==> src/rtl/npu_pkg.sv <==
// npu_pkg: register map, status bit positions, FSM state type and helpers
// shared by the Wishbone systolic NPU and its processing elements.
package npu_pkg;

    localparam logic [11:0] OFF_CTRL   = 12'h000;
    localparam logic [11:0] OFF_STATUS = 12'h004;
    localparam logic [11:0] OFF_W      = 12'h400;
    localparam logic [11:0] OFF_IN     = 12'h800;
    localparam logic [11:0] OFF_OUT    = 12'hC00;

    localparam int CTRL_START  = 0;
    localparam int CTRL_CLEAR  = 1;

    localparam int ST_BUSY     = 0;
    localparam int ST_DONE     = 1;
    localparam int ST_OVF      = 2;
    localparam int ST_FULL     = 3;
    localparam int ST_ROWS_LSB = 8;

    typedef enum logic [1:0] {
        IDLE  = 2'd0,
        RUN   = 2'd1,
        DRAIN = 2'd2
    } npu_state_e;

    // Ceiling log2, never below 1 so it can always size a vector.
    function automatic int clog2(input int value);
        int r;
        r = 1;
        while ((1 << r) < value) r++;
        return r;
    endfunction

endpackage

==> src/rtl/npu_pe.sv <==
// npu_pe: one weight-stationary MAC cell; activations flow right, partial
// sums flow down, both through one register stage.
module npu_pe
    import npu_pkg::*;
#(
    parameter int DW   = 8,
    parameter int ACCW = 16
) (
    input  logic                   clk,
    input  logic                   rst_n,
    input  logic                   en,
    input  logic signed [ACCW-1:0] up,
    input  logic signed [DW-1:0]   left,
    input  logic signed [DW-1:0]   w,
    output logic signed [DW-1:0]   right,
    output logic signed [ACCW-1:0] down
);

    logic signed [DW-1:0]   right_q, right_d;
    logic signed [ACCW-1:0] down_q, down_d;
    logic signed [2*DW-1:0] prod;

    // The full-width product is exact; resizing to ACCW keeps it modulo 2^ACCW.
    always_comb begin
        prod    = left * w;
        right_d = left;
        down_d  = up + ACCW'(prod);
    end

    always_ff @(posedge clk or negedge rst_n) begin
        if (!rst_n) begin
            right_q <= '0;
            down_q  <= '0;
        end else if (en) begin
            right_q <= right_d;
            down_q  <= down_d;
        end
    end

    assign right = right_q;
    assign down  = down_q;

endmodule

==> src/rtl/npu_wb_array.sv <==
// npu_wb_array: Wishbone-attached N x N weight-stationary systolic array
// computing Y = X * W over a batch of up to DEPTH buffered input rows.
module npu_wb_array
    import npu_pkg::*;
#(
    parameter logic [19:0] BASE_ADDR = 20'h30000,
    parameter int          N         = 3,
    parameter int          DW        = 8,
    parameter int          ACCW      = 16,
    parameter int          DEPTH     = 16
) (
    input  logic        wb_clk_i,
    input  logic        wb_rst_ni,
    input  logic        wb_stb_i,
    input  logic        wb_cyc_i,
    input  logic        wb_we_i,
    input  logic [3:0]  wb_sel_i,
    input  logic [31:0] wb_dat_i,
    input  logic [31:0] wb_adr_i,
    output logic        wb_ack_o,
    output logic [31:0] wb_dat_o,
    output logic        busy_o,
    output logic        irq_o
);

    localparam int          RW  = clog2(DEPTH + 1);
    localparam int          XIW = clog2(DEPTH);
    localparam int          WIW = clog2(N * N);
    localparam int          YIW = clog2(DEPTH * N);
    localparam int          CW  = clog2(2 * N);
    localparam int          TL  = 2 * N - 1;
    localparam int unsigned NW  = N * N;
    localparam int unsigned NY  = DEPTH * N;

    npu_state_e     state_q, state_d;
    logic [RW-1:0]  rows_q, rows_d, ptr_q, ptr_d;
    logic [CW-1:0]  dcnt_q, dcnt_d;
    logic           done_q, done_d, ovf_q, ovf_d, busy_q, busy_d, ack_q, ack_d;
    logic [31:0]    dat_q, dat_d;
    logic [TL-1:0]  tag_vld_q, tag_vld_d;
    logic [XIW-1:0] tag_k_q [TL];
    logic [XIW-1:0] tag_k_d [TL];

    logic signed [DW-1:0]   w_mem [N*N];
    logic [N*DW-1:0]        x_mem [DEPTH];
    logic signed [ACCW-1:0] y_mem [DEPTH*N];

    logic [11:0]            off;
    logic [7:0]             aidx;
    logic                   hit, req, wr, rd, idle, in_full, pop, ctrl_wr;
    logic                   is_ctrl, is_stat, is_w, is_in, is_out, w_we, x_we;
    logic [31:0]            status;
    logic [N*DW-1:0]        x_row;
    logic signed [DW-1:0]   lane_in [N];
    logic signed [DW-1:0]   h [N][N];
    logic signed [ACCW-1:0] v [N+1][N];
    logic signed [ACCW-1:0] col_out [N];
    logic signed [DW-1:0]   unused_right [N];
    logic                   unused_ok;

    assign off     = wb_adr_i[11:0];
    assign aidx    = off[9:2];
    assign hit     = (wb_adr_i[31:12] == BASE_ADDR);
    assign req     = hit & wb_stb_i & wb_cyc_i & ~ack_q;
    assign wr      = req & wb_we_i;
    assign rd      = req & ~wb_we_i;
    assign idle    = (state_q == IDLE);
    assign in_full = (rows_q == RW'(DEPTH));
    assign is_ctrl = (off[11:2] == OFF_CTRL[11:2]);
    assign is_stat = (off[11:2] == OFF_STATUS[11:2]);
    assign is_in   = (off[11:2] == OFF_IN[11:2]);
    assign is_w    = (off[11:10] == OFF_W[11:10]) && (32'(aidx) < NW);
    assign is_out  = (off[11:10] == OFF_OUT[11:10]) && (32'(aidx) < NY);
    // Configuration writes only land while the array is idle; reads always do.
    assign ctrl_wr = wr & idle & is_ctrl;
    assign w_we    = wr & idle & is_w;
    assign x_we    = wr & idle & is_in & ~in_full;
    assign x_row   = x_mem[ptr_q[XIW-1:0]];

    always_comb begin
        status                      = '0;
        status[ST_BUSY]             = busy_q;
        status[ST_DONE]             = done_q;
        status[ST_OVF]              = ovf_q;
        status[ST_FULL]             = in_full;
        status[ST_ROWS_LSB +: 8]    = 8'(rows_q);
    end

    always_comb begin
        state_d = state_q;
        rows_d  = rows_q;
        ptr_d   = ptr_q;
        dcnt_d  = dcnt_q;
        done_d  = done_q;
        ovf_d   = ovf_q;
        pop     = 1'b0;
        if (wr && idle && is_in) begin
            if (in_full) ovf_d  = 1'b1;
            else         rows_d = rows_q + RW'(1);
        end
        case (state_q)
            IDLE: begin
                // CLEAR wins over START when both bits are written together.
                if (ctrl_wr && wb_dat_i[CTRL_CLEAR]) begin
                    rows_d = '0;
                    done_d = 1'b0;
                    ovf_d  = 1'b0;
                end else if (ctrl_wr && wb_dat_i[CTRL_START]) begin
                    if (rows_q != '0) begin
                        state_d = RUN;
                        done_d  = 1'b0;
                        ptr_d   = '0;
                    end else begin
                        done_d  = 1'b1;
                    end
                end
            end
            RUN: begin
                pop = 1'b1;
                if (ptr_q == rows_q - RW'(1)) begin
                    state_d = DRAIN;
                    dcnt_d  = '0;
                end else begin
                    ptr_d = ptr_q + RW'(1);
                end
            end
            DRAIN: begin
                if (dcnt_q == CW'(2 * N - 1)) begin
                    state_d = IDLE;
                    done_d  = 1'b1;
                end else begin
                    dcnt_d = dcnt_q + CW'(1);
                end
            end
            default: state_d = IDLE;
        endcase
        busy_d = (state_d != IDLE);

        ack_d = req;
        dat_d = '0;
        if (rd) begin
            if (is_stat)     dat_d = status;
            else if (is_w)   dat_d = 32'(w_mem[aidx[WIW-1:0]]);
            else if (is_out) dat_d = 32'(y_mem[aidx[YIW-1:0]]);
        end

        // Row index travels alongside the data so the write-back knows its k.
        tag_vld_d[0] = pop;
        tag_k_d[0]   = ptr_q[XIW-1:0];
        for (int t = 1; t < TL; t++) begin
            tag_vld_d[t] = tag_vld_q[t-1];
            tag_k_d[t]   = tag_k_q[t-1];
        end

        for (int i = 0; i < N; i++) begin
            lane_in[i] = pop ? x_row[i*DW +: DW] : '0;
        end
    end

    always_ff @(posedge wb_clk_i or negedge wb_rst_ni) begin
        if (!wb_rst_ni) begin
            state_q   <= IDLE;
            rows_q    <= '0;
            ptr_q     <= '0;
            dcnt_q    <= '0;
            done_q    <= 1'b0;
            ovf_q     <= 1'b0;
            busy_q    <= 1'b0;
            ack_q     <= 1'b0;
            dat_q     <= '0;
            tag_vld_q <= '0;
            tag_k_q   <= '{default: '0};
        end else begin
            state_q <= state_d;
            rows_q  <= rows_d;
            ptr_q   <= ptr_d;
            dcnt_q  <= dcnt_d;
            done_q  <= done_d;
            ovf_q   <= ovf_d;
            busy_q  <= busy_d;
            ack_q   <= ack_d;
            dat_q   <= dat_d;
            if (busy_q) begin
                tag_vld_q <= tag_vld_d;
                tag_k_q   <= tag_k_d;
            end
        end
    end

    always_ff @(posedge wb_clk_i) begin
        if (w_we) w_mem[aidx[WIW-1:0]] <= wb_dat_i[DW-1:0];
        if (x_we) x_mem[rows_q[XIW-1:0]] <= wb_dat_i[N*DW-1:0];
        if (tag_vld_q[TL-1]) begin
            for (int j = 0; j < N; j++) begin
                y_mem[YIW'(int'(tag_k_q[TL-1]) * N + j)] <= col_out[j];
            end
        end
    end

    // Input skew: lane i waits i cycles so row k meets PE(i,0) diagonally.
    for (genvar gi = 0; gi < N; gi++) begin : g_skew
        if (gi == 0) begin : g_pass
            assign h[0][0] = lane_in[0];
        end else begin : g_dly
            logic signed [DW-1:0] sr_q [gi];
            logic signed [DW-1:0] sr_d [gi];
            always_comb begin
                sr_d[0] = lane_in[gi];
                for (int s = 1; s < gi; s++) sr_d[s] = sr_q[s-1];
            end
            always_ff @(posedge wb_clk_i or negedge wb_rst_ni) begin
                if (!wb_rst_ni)  sr_q <= '{default: '0};
                else if (busy_q) sr_q <= sr_d;
            end
            assign h[gi][0] = sr_q[gi-1];
        end
    end

    for (genvar gi = 0; gi < N; gi++) begin : g_row
        for (genvar gj = 0; gj < N; gj++) begin : g_col
            logic signed [DW-1:0] r_out;
            if (gi == 0) begin : g_top
                assign v[0][gj] = '0;
            end
            npu_pe #(.DW(DW), .ACCW(ACCW)) u_pe (
                .clk   (wb_clk_i),
                .rst_n (wb_rst_ni),
                .en    (busy_q),
                .up    (v[gi][gj]),
                .left  (h[gi][gj]),
                .w     (w_mem[gi*N+gj]),
                .right (r_out),
                .down  (v[gi+1][gj])
            );
            if (gj < N - 1) begin : g_fwd
                assign h[gi][gj+1] = r_out;
            end else begin : g_end
                assign unused_right[gi] = r_out;
            end
        end
    end

    // Output deskew: column j waits N-1-j cycles so a whole row lands at once.
    for (genvar gj = 0; gj < N; gj++) begin : g_dsk
        if (gj == N - 1) begin : g_pass
            assign col_out[gj] = v[N][gj];
        end else begin : g_dly
            localparam int D = N - 1 - gj;
            logic signed [ACCW-1:0] sr_q [D];
            logic signed [ACCW-1:0] sr_d [D];
            always_comb begin
                sr_d[0] = v[N][gj];
                for (int s = 1; s < D; s++) sr_d[s] = sr_q[s-1];
            end
            always_ff @(posedge wb_clk_i or negedge wb_rst_ni) begin
                if (!wb_rst_ni)  sr_q <= '{default: '0};
                else if (busy_q) sr_q <= sr_d;
            end
            assign col_out[gj] = sr_q[D-1];
        end
    end

    assign unused_ok = &{1'b0, wb_sel_i, off[1:0], wb_dat_i};

    assign wb_ack_o = ack_q;
    assign wb_dat_o = dat_q;
    assign busy_o   = busy_q;
    assign irq_o    = done_q;

endmodule

==> config.mk <==
export PLATFORM = sky130hd
export DESIGN_NAME = npu_wb_array
export DESIGN_NICKNAME = d
export VERILOG_FILES = /design/src/rtl/npu_pkg.sv /design/src/rtl/npu_pe.sv /design/src/rtl/npu_wb_array.sv
export SDC_FILE = /design/constraint.sdc
export NUM_CORES = 2
export LEC_CHECK = 0
export CAP_MARGIN = 20
export CELL_PAD_IN_SITES_DETAIL_PLACEMENT = 0
export CELL_PAD_IN_SITES_GLOBAL_PLACEMENT = 1
export CORE_MARGIN = 1.5
export CORE_UTILIZATION = 48
export DETAILED_ROUTE_END_ITERATION = 16
export PLACE_DENSITY = 0.87
export SETUP_SLACK_MARGIN = 0.2
export SYNTH_ARGS = -nofsm -noshare
export SYNTH_HDL_FRONTEND = slang
export SYNTH_SLANG_ARGS = --single-unit
==> constraint.sdc <==
create_clock -name wb_clk_i -period 6.08 [get_ports wb_clk_i]
set_input_delay 1.216 -clock wb_clk_i [delete_from_list [all_inputs] [get_ports wb_clk_i]]
set_output_delay 1.216 -clock wb_clk_i [all_outputs]
set_load 0.01 [all_outputs]
==> results.tsv <==
metric	value	unit
synth-edff-count	1242	
fp.dieH	470	µm
grt_pass1_wl	495000	µm
floorplan.initialDensity	0.483	
outcome	complete, no violations	
synthMuxAreaShare	0.133	
synthArstFlopShare	0.207	
cp.required	6860	ps
grt_pass1_vias	78044	
critPathKind	flop to flop	
grtUsageTotal	0.296	
drt_first_iter_violations	10981	
dr.pass1.iters	15	
clockPowerShare	0.462	
synth-seq-cells	1566	
synth_area_leader_cell	edfxtp_1	
synth_cell_types	82	
maxSlewHeadroom	0.238	
synth_seq_area_share	0.434	
fmax	171	MHz
hold_ws	378	ps
yosysTopAreaCellShare	0.356	
setup_ws	220	ps
antenna_found_initial	15	
synth_fa_ha_area_frac	0.152	
wl	332000	µm
p_int	0.0173	W
dpl_cell_area	109000	µm²
hold_viol_final	0	
wire_per_inst	27.5	µm
io-pin-count	108	
synth_top_family_by_area	adder cells	
drive_gt1_frac	0.137	
core_area	217000	µm²
path_clk_slew	70	ps
drcViolationCount	0	
mappedNetlistArea	105000	µm²
fin_area	115000	µm²
cts_tree	built	
final-setup-viol-count	0	
final_nets	10062	
netlist_top_cells_count	1242 x edfxtp_1, 849 x inv_1, 742 x nor2_1	
row_count	171	
synth_cells	9318	
power_frac_seq	0.515	
ir_worst_vdd	315	µV
crit_arrival	6640	ps
grt_setup_unrepaired	true	
fin_crit_sh	0.964	
p_per_area	195	nW/µm²
final_max_slew_viol_count	0	
overflow	0	
grt_max_degree	167	
dp_hpwl	212000	µm
h-tree-depth	4	
die_w	470	µm
dieArea	221000	µm²
cts_buffer_depth	3	
insertion_delay	870	ps
synthTopCellsByArea	edfxtp_1 36%, fa_1 11%, dfrtp_1 7.7%	
port_buffers	93	
globalplace.congestion	0.973	
setup_tns	0	ps
start_kind	flop	
cap_violations	0	
antenna_left	0	
area_growth	9.39	%
cts_sinks	1566	
postLayoutCoreUtil	0.528	
crit_start	ptr_q[0]$_DFFE_PN0P_	
p_leak	43.4	nW
cts-root-buf	clkbuf_16	
yosys.cell_count.top_type	edfxtp_1	
cp-end-kind	flop	
synth-main-ff-cell	edfxtp_1	
syn_avg_cell_area	11.2	µm²
cts-buffers-inserted	162	
dr_total_vias	77507	
hold_class	primary input to async pin	
worstMarginPinSlew	1140	ps
synth-compound-area-share	0.0954	
skew	68.2	ps
ys_warn_count	0	
post-place-ws	79.2	ps
r2r_start	ptr_q[0]$_DFFE_PN0P_	
synth-simple-area-share	0.109	
synth_xor_area_frac	0.0127	
viasPerCell	6.42	
crit_path_max_fanout	8	
period_needed	5860	ps
combPwrFrac	0.023	
switching_share	0.224	
n_fill_cell	18158	
power.switching	0.00499	W
==> state kept, by name (all words and copies together) (netlist names), 8 cells and up <==
signal                  cells
g_skew.g_dly.sr_d           8
tag_k_d                    16
g_skew.g_dly.sr_q          16
col_out                    16
w_mem                      90
y_mem                     768
g_dsk.g_dly.sr_q           16
g_row.g_col.u_pe.right     48
x_mem                     384
wb_dat_o                   16
g_row.g_col.u_pe.down     144
g_dsk.g_dly.sr_d           16
==> metrics by stage <==
| step | power [W] | cells |
|---|---|---|
| after floorplan | 0.0119 | 9335 |
| after global placement | 0.0122 | 11747 |
| after detailed placement | 0.0122 | 11748 |
| after CTS | 0.0223 | 12048 |
| after global routing | 0.0227 | 12064 |
| final | 0.0223 | 12066 |
==> power groups by stage <==
stage,Sequential [W],Clock [W],Combinational (W)
3_5_place_dp,0.0117,0,0.000488
3_3_place_gp,0.0117,0,0.000479
6_report,0.0115,0.0103,0.000506
5_1_grt,0.0115,0.0107,0.000516
2_1_floorplan,0.0117,0,0.000203
4_1_cts,0.0115,0.0103,0.000488
==> cells in the final DEF (no fill, tap or decap), types with 19 or more instances in the layout <==
cell type,netlist,routed
o21a_1,22,22
buf_4,23,311
o22ai_1,22,22
fa_1,592,591
a21o_1,22,21
mux2i_1,423,423
a211oi_1,32,32
a21oi_1,398,396
a31oi_1,277,275
clkinv_1,3,32
nor3_1,41,33
clkdlybuf4s50_1,0,87
o21ai_1,25,28
dfrtp_2,0,48
xnor2_1,137,136
clkbuf_16,0,168
mux2_2,167,167
inv_1,849,845
and2_1,255,253
nand4_1,152,152
o211ai_1,193,193
edfxtp_1,1242,1242
nand2b_1,66,66
clkbuf_1,661,39
o31ai_1,23,23
nand2_1,550,548
nand3b_1,22,22
and3_1,55,50
o21ai_0,457,436
nor2_1,742,720
nand3_1,429,427
a221oi_1,24,24
buf_12,0,23
dfrtp_1,324,273
ha_1,323,318
a22o_1,20,19
mux4_2,345,345
==> path summary, 6_finish.rpt <==
kind                                                                to  slack (ps)  cells past startpoint
max in group asynchronous                         ptr_q[1]$_DFFE_PN0P_        4180                      2
max reg2reg                g_row[0].g_col[0].u_pe.down[13]$_DFFE_PN0P_         220                     18
min in group wb_clk_i              g_dsk[1].g_dly.sr_q[15]$_DFFE_PN0P_         460                      1
min reg2reg                        g_dsk[1].g_dly.sr_q[15]$_DFFE_PN0P_         460                      1
min                                             wb_dat_o[14]$_DFF_PN0_         380                      1
max                        g_row[0].g_col[0].u_pe.down[13]$_DFFE_PN0P_         220                     18
==> layer usage <==
layer,vias to the layer above,part of all wire,global-route usage
li1,32651,-,-
met1,38560,0.35,0.368
met2,5127,0.45,0.460
met3,1155,0.12,0.0763
met4,14,0.074,0.191
met5,-,0.00022,0
==> worst max-delay path, cell delays in order, from the launching register on <==
cell,delay [ps]
dfrtp_4,580
buf_12,180
mux4_2,530
mux4_2,620
and3_4,240
fa_1,590
fa_1,460
fa_1,530
inv_1,60
fa_1,500
inv_2,50
ha_4,220
o21a_1,180
o21a_1,230
a311oi_4,390
buf_4,190
xnor2_2,90
nand2_1,60
o21ai_1,100
==> timing repair <==
action                                  in CTS  in global routing
hold buffers                                 0                  0
pin swaps                                    1                  9
hold endpoints to repair                     0                  0
gates cloned                                 0                  2
buffers inserted                             2                  9
gates resized for setup                      2                 40
endpoints found under the setup margin       3                 13
==> cell families after synthesis <==
group | count (synthesis)
simple gates | 2408
buf+inv | 1708
compound gates | 1634
flops | 1566
mux | 935
fa+ha+maj | 915
xor+xnor | 151
other cells | 1
==> final cells by class <==
class                      count  area [µm²]  area share
antenna                        4        10.0   0.0000874
sequential                  1566       45500       0.397
clock buffer                 216        4450      0.0389
tap                         2854        3570      0.0312
inverter                     852        3200      0.0279
clock inverter                82        1010     0.00879
multi-input combinational   6061       53000       0.463
timing repair buffer         431        3790      0.0331
No activity file was read; power rests on OpenSTA's default activity.
